### src/rtl/paddle_pkg.sv
`default_nettype none
// ============================================================================
// Module   : paddle_pkg
// Brief    : Shared types, default playfield geometry and key decoding for
//            the paddle position controller.
// Revision : 1.0 - initial release
// ============================================================================
package paddle_pkg;

    typedef enum logic [1:0] {
        IDLE   = 2'd0,
        DELAY  = 2'd1,
        REPEAT = 2'd2
    } state_t;

    typedef enum logic [1:0] {
        NONE  = 2'd0,
        RIGHT = 2'd1,
        LEFT  = 2'd2
    } dir_t;

    localparam int VGA_XDIS  = 800;
    localparam int SIDE      = 40;
    localparam int STICK     = 100;
    localparam int X_MIN_DEF = SIDE - 1;
    localparam int X_MAX_DEF = VGA_XDIS - SIDE - STICK - 1;

    // Both keys together cancel out.
    function automatic dir_t decode_dir(input logic key_r, input logic key_l);
        dir_t d;
        d = NONE;
        if (key_r && !key_l) begin
            d = RIGHT;
        end else if (key_l && !key_r) begin
            d = LEFT;
        end
        return d;
    endfunction

endpackage
`default_nettype wire

### src/rtl/paddle_axis.sv
`default_nettype none
// ============================================================================
// Module   : paddle_axis
// Brief    : One player's press/hold/auto-repeat FSM and bounded X register.
//            Optional step acceleration under PADDLE_ACCEL_EN.
// Revision : 1.0 - initial release
// ============================================================================
module paddle_axis
    import paddle_pkg::*;
#(
    parameter int XW           = 10,
    parameter int X_MIN        = X_MIN_DEF,
    parameter int X_MAX        = X_MAX_DEF,
    parameter int X_INIT       = 349,
    parameter int STEP         = 20,
    parameter int WRAP         = 1,
    parameter int HOLD_TICKS   = 8,
    parameter int REPEAT_TICKS = 2
) (
    input  logic          clk,
    input  logic          rst_n,
    input  logic          tick,
    input  logic          freeze,
    input  logic          key_r,
    input  logic          key_l,
    output logic [XW-1:0] x,
    output logic          moving
);

    localparam int          c_cnt_top = (HOLD_TICKS > REPEAT_TICKS) ? HOLD_TICKS : REPEAT_TICKS;
    localparam int          c_cw      = $clog2(c_cnt_top + 1);
    localparam logic [XW:0] c_x_min   = (XW+1)'(X_MIN);
    localparam logic [XW:0] c_x_max   = (XW+1)'(X_MAX);

    state_t          r_state;
    logic [c_cw-1:0] r_cnt;
    logic            r_key_r_q;
    logic            r_key_l_q;
    logic [XW-1:0]   r_x;
    logic            r_moving;

    dir_t            w_dir;
    dir_t            w_prev_dir;
    logic            w_dir_same;
    logic            w_tick_done;
    logic            w_do_step;
    logic [c_cw-1:0] w_cnt_inc;
    logic [XW:0]     w_step;
    logic [XW:0]     w_sum;
    logic [XW-1:0]   w_diff;
    logic [XW-1:0]   w_x_next;

    assign w_dir      = decode_dir(key_r, key_l);
    assign w_prev_dir = decode_dir(r_key_r_q, r_key_l_q);
    assign w_dir_same = (w_dir == w_prev_dir);
    assign w_cnt_inc  = r_cnt + c_cw'(1);

    always_comb begin
        w_tick_done = 1'b0;
        if (tick) begin
            if (r_state == DELAY) begin
                w_tick_done = (w_cnt_inc == c_cw'(HOLD_TICKS));
            end else if (r_state == REPEAT) begin
                w_tick_done = (w_cnt_inc == c_cw'(REPEAT_TICKS));
            end
        end
    end

    // A fresh press (from IDLE) or a reversal steps at once; otherwise wait for the tick budget.
    always_comb begin
        w_do_step = 1'b0;
        if (!freeze && (w_dir != NONE)) begin
            if ((r_state == IDLE) || !w_dir_same) begin
                w_do_step = 1'b1;
            end else begin
                w_do_step = w_tick_done;
            end
        end
    end

`ifdef PADDLE_ACCEL_EN
    // Counts auto-repeat steps; the fifth and later ones use double stride.
    logic [2:0] r_acc;
    logic       w_rep_step;

    assign w_rep_step = !freeze && (w_dir != NONE) && w_dir_same && w_tick_done;
    assign w_step     = (w_rep_step && (r_acc == 3'd4)) ? (XW+1)'(2 * STEP) : (XW+1)'(STEP);

    always_ff @(posedge clk or negedge rst_n) begin
        if (!rst_n) begin
            r_acc <= 3'd0;
        end else if (w_rep_step) begin
            if (r_acc != 3'd4) begin
                r_acc <= r_acc + 3'd1;
            end
        end else if (freeze || (r_state == IDLE) || (w_dir == NONE) || !w_dir_same) begin
            r_acc <= 3'd0;
        end
    end
`else
    assign w_step = (XW+1)'(STEP);
`endif

    assign w_sum  = {1'b0, r_x} + w_step;
    assign w_diff = r_x - w_step[XW-1:0];

    always_comb begin
        w_x_next = r_x;
        if (w_dir == RIGHT) begin
            if (w_sum <= c_x_max) begin
                w_x_next = w_sum[XW-1:0];
            end else begin
                w_x_next = (WRAP != 0) ? XW'(X_MIN) : XW'(X_MAX);
            end
        end else if (w_dir == LEFT) begin
            if ({1'b0, r_x} >= (c_x_min + w_step)) begin
                w_x_next = w_diff;
            end else begin
                w_x_next = (WRAP != 0) ? XW'(X_MAX) : XW'(X_MIN);
            end
        end
    end

    always_ff @(posedge clk or negedge rst_n) begin
        if (!rst_n) begin
            r_state   <= IDLE;
            r_cnt     <= '0;
            r_key_r_q <= 1'b0;
            r_key_l_q <= 1'b0;
            r_x       <= XW'(X_INIT);
            r_moving  <= 1'b0;
        end else begin
            r_key_r_q <= key_r;
            r_key_l_q <= key_l;
            r_moving  <= w_do_step && (w_x_next != r_x);
            if (w_do_step) begin
                r_x <= w_x_next;
            end
            if (freeze) begin
                r_state <= IDLE;
                r_cnt   <= '0;
            end else begin
                case (r_state)
                    IDLE: begin
                        r_cnt <= '0;
                        if (w_dir != NONE) begin
                            r_state <= DELAY;
                        end
                    end
                    DELAY, REPEAT: begin
                        if (w_dir == NONE) begin
                            r_state <= IDLE;
                            r_cnt   <= '0;
                        end else if (!w_dir_same) begin
                            r_state <= DELAY;
                            r_cnt   <= '0;
                        end else if (w_tick_done) begin
                            r_state <= REPEAT;
                            r_cnt   <= '0;
                        end else if (tick) begin
                            r_cnt <= w_cnt_inc;
                        end
                    end
                    default: begin
                        r_state <= IDLE;
                        r_cnt   <= '0;
                    end
                endcase
            end
        end
    end

    assign x      = r_x;
    assign moving = r_moving;

endmodule
`default_nettype wire

### src/rtl/paddle_ctrl_multi.sv
`default_nettype none
// ============================================================================
// Module   : paddle_ctrl_multi
// Brief    : NUM_PLAYERS independent paddle X controllers for the 800x600
//            field. Define PADDLE_ACCEL_EN for accelerated auto-repeat.
// Revision : 1.0 - initial release
// ============================================================================
module paddle_ctrl_multi
    import paddle_pkg::*;
#(
    parameter int NUM_PLAYERS  = 2,
    parameter int XW           = 10,
    parameter int X_MIN        = X_MIN_DEF,
    parameter int X_MAX        = X_MAX_DEF,
    parameter int X_INIT       = 349,
    parameter int STEP         = 20,
    parameter int WRAP         = 1,
    parameter int HOLD_TICKS   = 8,
    parameter int REPEAT_TICKS = 2
) (
    input  logic                      clk,
    input  logic                      rst_n,
    input  logic                      tick,
    input  logic                      freeze,
    input  logic [NUM_PLAYERS-1:0]    key_r,
    input  logic [NUM_PLAYERS-1:0]    key_l,
    output logic [NUM_PLAYERS*XW-1:0] x,
    output logic [NUM_PLAYERS-1:0]    moving
);

    generate
        if ((X_MIN + STEP > X_MAX) || (X_INIT < X_MIN) || (X_INIT > X_MAX) ||
            (X_MAX >= (1 << XW))) begin : g_bad_params
            $error("paddle_ctrl_multi: illegal geometry parameters");
        end
    endgenerate

    for (genvar p = 0; p < NUM_PLAYERS; p++) begin : g_player
        paddle_axis #(
            .XW           (XW),
            .X_MIN        (X_MIN),
            .X_MAX        (X_MAX),
            .X_INIT       (X_INIT),
            .STEP         (STEP),
            .WRAP         (WRAP),
            .HOLD_TICKS   (HOLD_TICKS),
            .REPEAT_TICKS (REPEAT_TICKS)
        ) u_axis (
            .clk    (clk),
            .rst_n  (rst_n),
            .tick   (tick),
            .freeze (freeze),
            .key_r  (key_r[p]),
            .key_l  (key_l[p]),
            .x      (x[p*XW +: XW]),
            .moving (moving[p])
        );
    end

endmodule
`default_nettype wire

### config.mk
export PLATFORM = sky130hd
export DESIGN_NAME = paddle_ctrl_multi
export DESIGN_NICKNAME = d
export VERILOG_FILES = /design/src/rtl/paddle_pkg.sv /design/src/rtl/paddle_axis.sv /design/src/rtl/paddle_ctrl_multi.sv
export SDC_FILE = /design/constraint.sdc
export NUM_CORES = 1
export LEC_CHECK = 0
export BUFFER_PORTS_ARGS = -buffer_cell sky130_fd_sc_hd__buf_2
export CORE_MARGIN = 3
export CORE_UTILIZATION = 40
export DETAILED_ROUTE_END_ITERATION = 7
export SLEW_MARGIN = 25
export SYNTH_ARGS = -nofsm -noshare
export SYNTH_HDL_FRONTEND = slang
export SYNTH_SLANG_ARGS = --single-unit
### constraint.sdc
create_clock -name clk -period 3 [get_ports clk]
set_clock_uncertainty 0.15 [all_clocks]
set_input_delay 0.45 -clock clk [delete_from_list [all_inputs] [get_ports clk]]
set_output_delay 0.45 -clock clk [all_outputs]
set_load 0.01 [all_outputs]
; Yosys cells after proc, flatten, opt, wreduce, memory -nomap -nowiden
; Index checks and enable logic that the tools add are counted.
[op_classes]
n_addsub = 6
div_mod_pow = 0
n_shift = 0
order_cmp = 4
bitwise = 0
multipliers = 0
n_eq_ne = 22
reduce_logical = 35
muxes = 50
[ops]
columns = operator, count
row1 = $mux 10, 8
row2 = $mux 4, 12
row3 = $mux 2, 18
row4 = $add 10x5->11 const B, 2
row5 = $le 11x10->1 const B, 2
row6 = $ge 10x6->1 const B, 2
row7 = $ne 10x10->1, 2
row8 = $sub 10x5->10 const B, 2
row9 = $logic_and 1x1->1, 12
row10 = $ne 6x6->1 const B, 2
row11 = $logic_not 1->1, 11
row12 = $mux 1, 10
row13 = $ne 5x5->1 const B, 2
row14 = $add 4x1->4 const B, 2
row15 = $eq 2x1->1 const B, 4
row16 = $eq 2x2->1 const B, 4
row17 = $eq 4x2->1 const B, 2
row18 = $eq 4x4->1 const B, 2
row19 = $logic_not 2->1, 4
row20 = $pmux 2 s2, 2
row21 = $ne 3x2->1 const B, 2
row22 = $eq 2x2->1, 2
row23 = $reduce_and 2->1, 2
row24 = $reduce_bool 2->1, 2
row25 = 2 further kinds, 4
[totals]
mem_bits_rw = 0
mem_count = 0
elab_cells = 129
output_inout_bits = 22
ff_bits = 38
input_bits = 8
latchBits = 0
rom_bits = 0

; Depth between registers and ports, before layout
[depth]
depth_word = 10
depth_mapped = 10
mapped_depth_nobuf = 8

; Cells and area by module
; From an unflattened synthesis, not the netlist that was laid out.
[hier_totals]
cells_unflattened = 393
hier_area_um2 = 3325.7
[modules_own_cells]
columns = module, n_inst, seq_area_each_um2, cells_per_inst, area_each_um2
row1 = paddle_axis (g_player[0].u_axis), 1, 483.0, 202, 1697.9
row2 = paddle_axis (g_player[1].u_axis), 1, 483.0, 191, 1627.8

; Least setup slack after synthesis
; OpenSTA, ideal clock, no wires.
[synth_timing]
path_type = flip-flop to flip-flop
from = reg g_player[1].u_axis.r_x[3]
to = reg g_player[1].u_axis.r_x[1]
stages_incl_launch_ff = 9
slack_ps = 655
arrival_time_ps = 2071
setup_time_ps = 124
n_path_buf = 1
period_less_slack_ps = 2345
required_ps = 2726
path_cell_list = dfstp_2 > buf_2 > inv_1 > ha_1 > o31ai_1 > o311ai_1 > a32oi_2 > a21oi_1 > or2_1
[synth_via]
elab_chain_len = 4
word_cells_on_any_way = 7
classes_between = add/sub: 1 / order compare: 2 / mux: 4
[synth_lines]
columns = element, line_no
row1 = "start, declared", paddle_axis.sv:39  ; logic [XW-1:0] r_x;
row2 = "start signal, assigned", paddle_axis.sv:130  ; r_x <= XW'(X_INIT);
row3 = "start signal, assigned", paddle_axis.sv:137  ; r_x <= w_x_next;
row4 = $add 10x5->11 / $ge 10x6->1 (equally long branches), "paddle_axis.sv:104, paddle_axis.sv:116"
row5 = $le 11x10->1 / $mux 10 (equally long branches), "paddle_axis.sv:110, paddle_axis.sv:116"
row6 = "$mux 10, on equally long branches", "paddle_axis.sv:110, paddle_axis.sv:115"
row7 = $mux 10 *, paddle_axis.sv:109  ; if (w_dir == RIGHT) begin
; Mark *: on every way between the ends. The rest lies on a longest branch, timed or not.
; A chain may end at the register's enable or synchronous reset.

; Final worst setup path
[layout_timing]
from = reg g_player[1].u_axis.r_x[2]
to = reg g_player[1].u_axis.r_x[1]
; The elaborated chain is that of the path after synthesis.

==> metrics.md <==
| Metric | Value |
|---|---|
| Yosys top cell area share | 20.1% |
| Top_reg_cell synth | dfrtp_1 |
| Met3 global-route usage | 2.27% |
| Met2 Usage GRT | 29.5% |
| Share of cells above drive strength 1 | 16.8% |
| Fin crit share | 91.4% |
| Post-CTS setup buffers | 0 |
| Number of hold buffers added after CTS | 0 |
| PwrDens | 761 nW/um^2 |
| Core Box Area | 7810 sq um |
| Worst-Skew Late Latency | 0.30 ns |
| Routed wire length | 7520 microns |
| Hold crit path type | in2async |
| Register area share after synthesis | 29.8% |
| R2R Path Start | g_player[1].u_axis.x[2] |
| Die Wd | 96.0 microns |
| Status | completed |
| Setup TNS | 0 ns |
| Drt first pass iters | 4 |
| Post-cts resize count | 0 |
| CTS Root Cell | clkbuf_8 |
| Via count | 2924 |
| H-tree Lvls | 2 |
| Fin nets | 439 |
| Reg clk slew, reported paths | 0.08 ns |
| # rows | 32 |
| Most frequent cells in the layout | nor2_1 (29), buf_2 (29), ha_1 (28) |
| Global Route met1 Usage | 23.0% |
| Maximum number of pins on one net before global-route repair | 39 |
| Post-synth EDFFs | 0 |
| DRT iter0 DRCs | 121 |
| Vias in the first global route | 2797 |
| Slew margin rel. | 40.9% |
| Antenna violations before repair | 0 |
| Achievable frequency | 0.365 GHz |
| FF-to-FF setup slack | 0.26 ns |
| Placer Congestion | 0.870 |
| Syn-to-layout area delta | 8.85% |
| Asr flop ratio synth | 100% |
| Synth top area cells | dfrtp_1 (20%), ha_1 (11%), dfstp_2 (9.7%) |
| Worst r2r dst | g_player[1].u_axis.x[1] |
| Syn Area/Cell | 8.39 sq um |
| Final setup fails | 0 |
| Maximum vdd ir drop | 396 uV |
| Effective utilization at floorplan | 41.5% |
| Total global routing overflow | 0 |
| CP cell instances | inv_1 > ha_1 > o31ai_1 > o311ai_1 > a32oi_2 > a21oi_1 > or2_1 |
| DIE HEIGHT | 96.0 microns |
| Seq cells post-synth | 38 |
| Die Area | 9210 sq um |
| LEAKAGE | 1.46 nW |
| Slowest CP cell | dfstp_2 |
| Detailed Place HPWL | 5370 microns |
| Antenna diode count | 0 |
| Leading area contributor after synthesis | dfrtp_1 |
| Final core utilization | 45.1% |
| Clk buf depth | 2 |
| Syn_nets | 422 |
| Setup crit start | g_player[1].u_axis.x[2] |
| Critical Path AT | 2.77 ns |
| Synth Instances | 386 |
| CP Max Fanout | 10 |
| # Max-Cap Violations | 0 |
| Residual DRC | 0 |
| CTS buffer count | 5 |
| # port buffers | 29 |
| CTS tree | yes |
| Fin. Hold Viols | 0 |
| Slew @ Worst Pin | 0.887 ns |
| Final Critical Period | 2.74 ns |
| Placed Area | 3410 sq um |
| Worst Reg2Reg Path Length in Cells | 7 |
| CP max stage delay | 0.62 ns |
| Io pins | 30 |
| Clock net sink count | 38 |
| Setup crit start kind | register |
| Cell variety after synth | 69 |
| Max-slew violations | 0 |
| Total track usage | 17.7% |
| RSZ-0062 raised after global routing | false |
| Final Cell Area | 3520 sq um |
| CP delay by family, top | compound AO/OA/AOI/OAI gates |
| Cell Area, Synth | 3240 sq um |
| Drt wl/cell | 14.9 microns |
| Vias per inst | 5.78 |
| GR peak layer | met2 |
| Critical Path RT | 3.03 ns |
| Worst Path Class, Setup | reg2reg |
| Synth Warn # | 0 |
| Worst path bufs/invs | 1 |
| Global-route wire length before repair | 13000 microns |
| Routed Antenna Nets | 0 |
| Crit path capture type | register |
state kept, by name, indices dropped and copies added (netlist names):
name	cells
g_player.u_axis.moving	2
g_player.u_axis.r_key_r_q	2
g_player.u_axis.r_state	4
g_player.u_axis.x	20
g_player.u_axis.r_key_l_q	2
g_player.u_axis.r_cnt	8
per-layer routing:
metal | part of all wire [%] | up-vias | wire (microns)
met4 | 1.2 | 0 | 89
li1 | - | 1441 | -
met2 | 48 | 69 | 3620
met5 | 0 | - | 0
met3 | 3.5 | 8 | 265
met1 | 47 | 1406 | 3550
synthesized netlist by cell type, types with 6 or more instances:
master and count:
buf_2 7, inv_1 26, a31oi_1 9, clkbuf_1 9
xnor2_1 6, dfrtp_1 26, a21oi_1 27, nand3b_1 6
ha_1 28, nor2_1 29, nand4_1 6, nand3_1 18
o21ai_1 9, o21ai_0 15, nor3_1 14, xor2_1 6
nand2b_1 6, nand2_1 27, dfstp_2 12
worst register-to-register path, stage by stage, from the launching register on:
cell and delay [ns]:
dfstp_2 0.62, inv_1 0.13, ha_1 0.34, o31ai_1 0.32, o311ai_1 0.23, a32oi_2 0.44
a21oi_1 0.17, or2_1 0.24
worst max-delay path by stage:
| stage | endpoint | slack [ns] | cells after the start |
|---|---|---|---|
| final | g_player[1].u_axis.x[1] | 0.26 | 7 |
| after global routing | g_player[1].u_axis.x[1] | 0.09 | 7 |
| after CTS | g_player[1].u_axis.x[1] | 0.32 | 7 |
| after detailed placement | g_player[1].u_axis.x[1] | 0.34 | 7 |
| after global placement | g_player[1].u_axis.x[1] | 0.47 | 7 |
| after floorplan | g_player[1].u_axis.x[1] | 0.65 | 8 |
power breakdown:
| part | switching, mW | internal, mW | total, mW |
|---|---|---|---|
| combinational | 0.713 | 0.516 | 1.23 |
| clock | 0.194 | 0.245 | 0.439 |
| sequential | 0.318 | 0.695 | 1.01 |
| total | 1.23 | 1.46 | 2.68 |
area by class of cell:
| class | count | area [sq um] |
|---|---|---|
| fill | 759 | 4280 |
| multi-input combinational | 299 | 2050 |
| sequential | 38 | 966 |
| timing repair buffer | 32 | 168 |
| tap | 102 | 128 |
| inverter | 27 | 101 |
| clock buffer | 5 | 68.8 |
| clock inverter | 3 | 40.0 |
kinds of logic after synthesis:
logic type	synth area share, %
flops	29.8
simple gates	22.8
compound gates	25.2
buf+inv	6.76
fa+ha+maj	10.8
mux	1.31
xor+xnor	3.25
metrics by stage:
step	hold WS (ns)	std cells	power [mW]	worst slack, ns
6_report	0.123	506	2.68	0.259
5_1_grt	0.122	506	2.93	0.0937
4_1_cts	0.122	506	2.70	0.324
3_5_place_dp	0.384	498	2.24	0.336
3_3_place_gp	0.374	498	2.22	0.470
2_1_floorplan	0.00441	386	1.89	0.655
(Power assumes the default switching activity.)
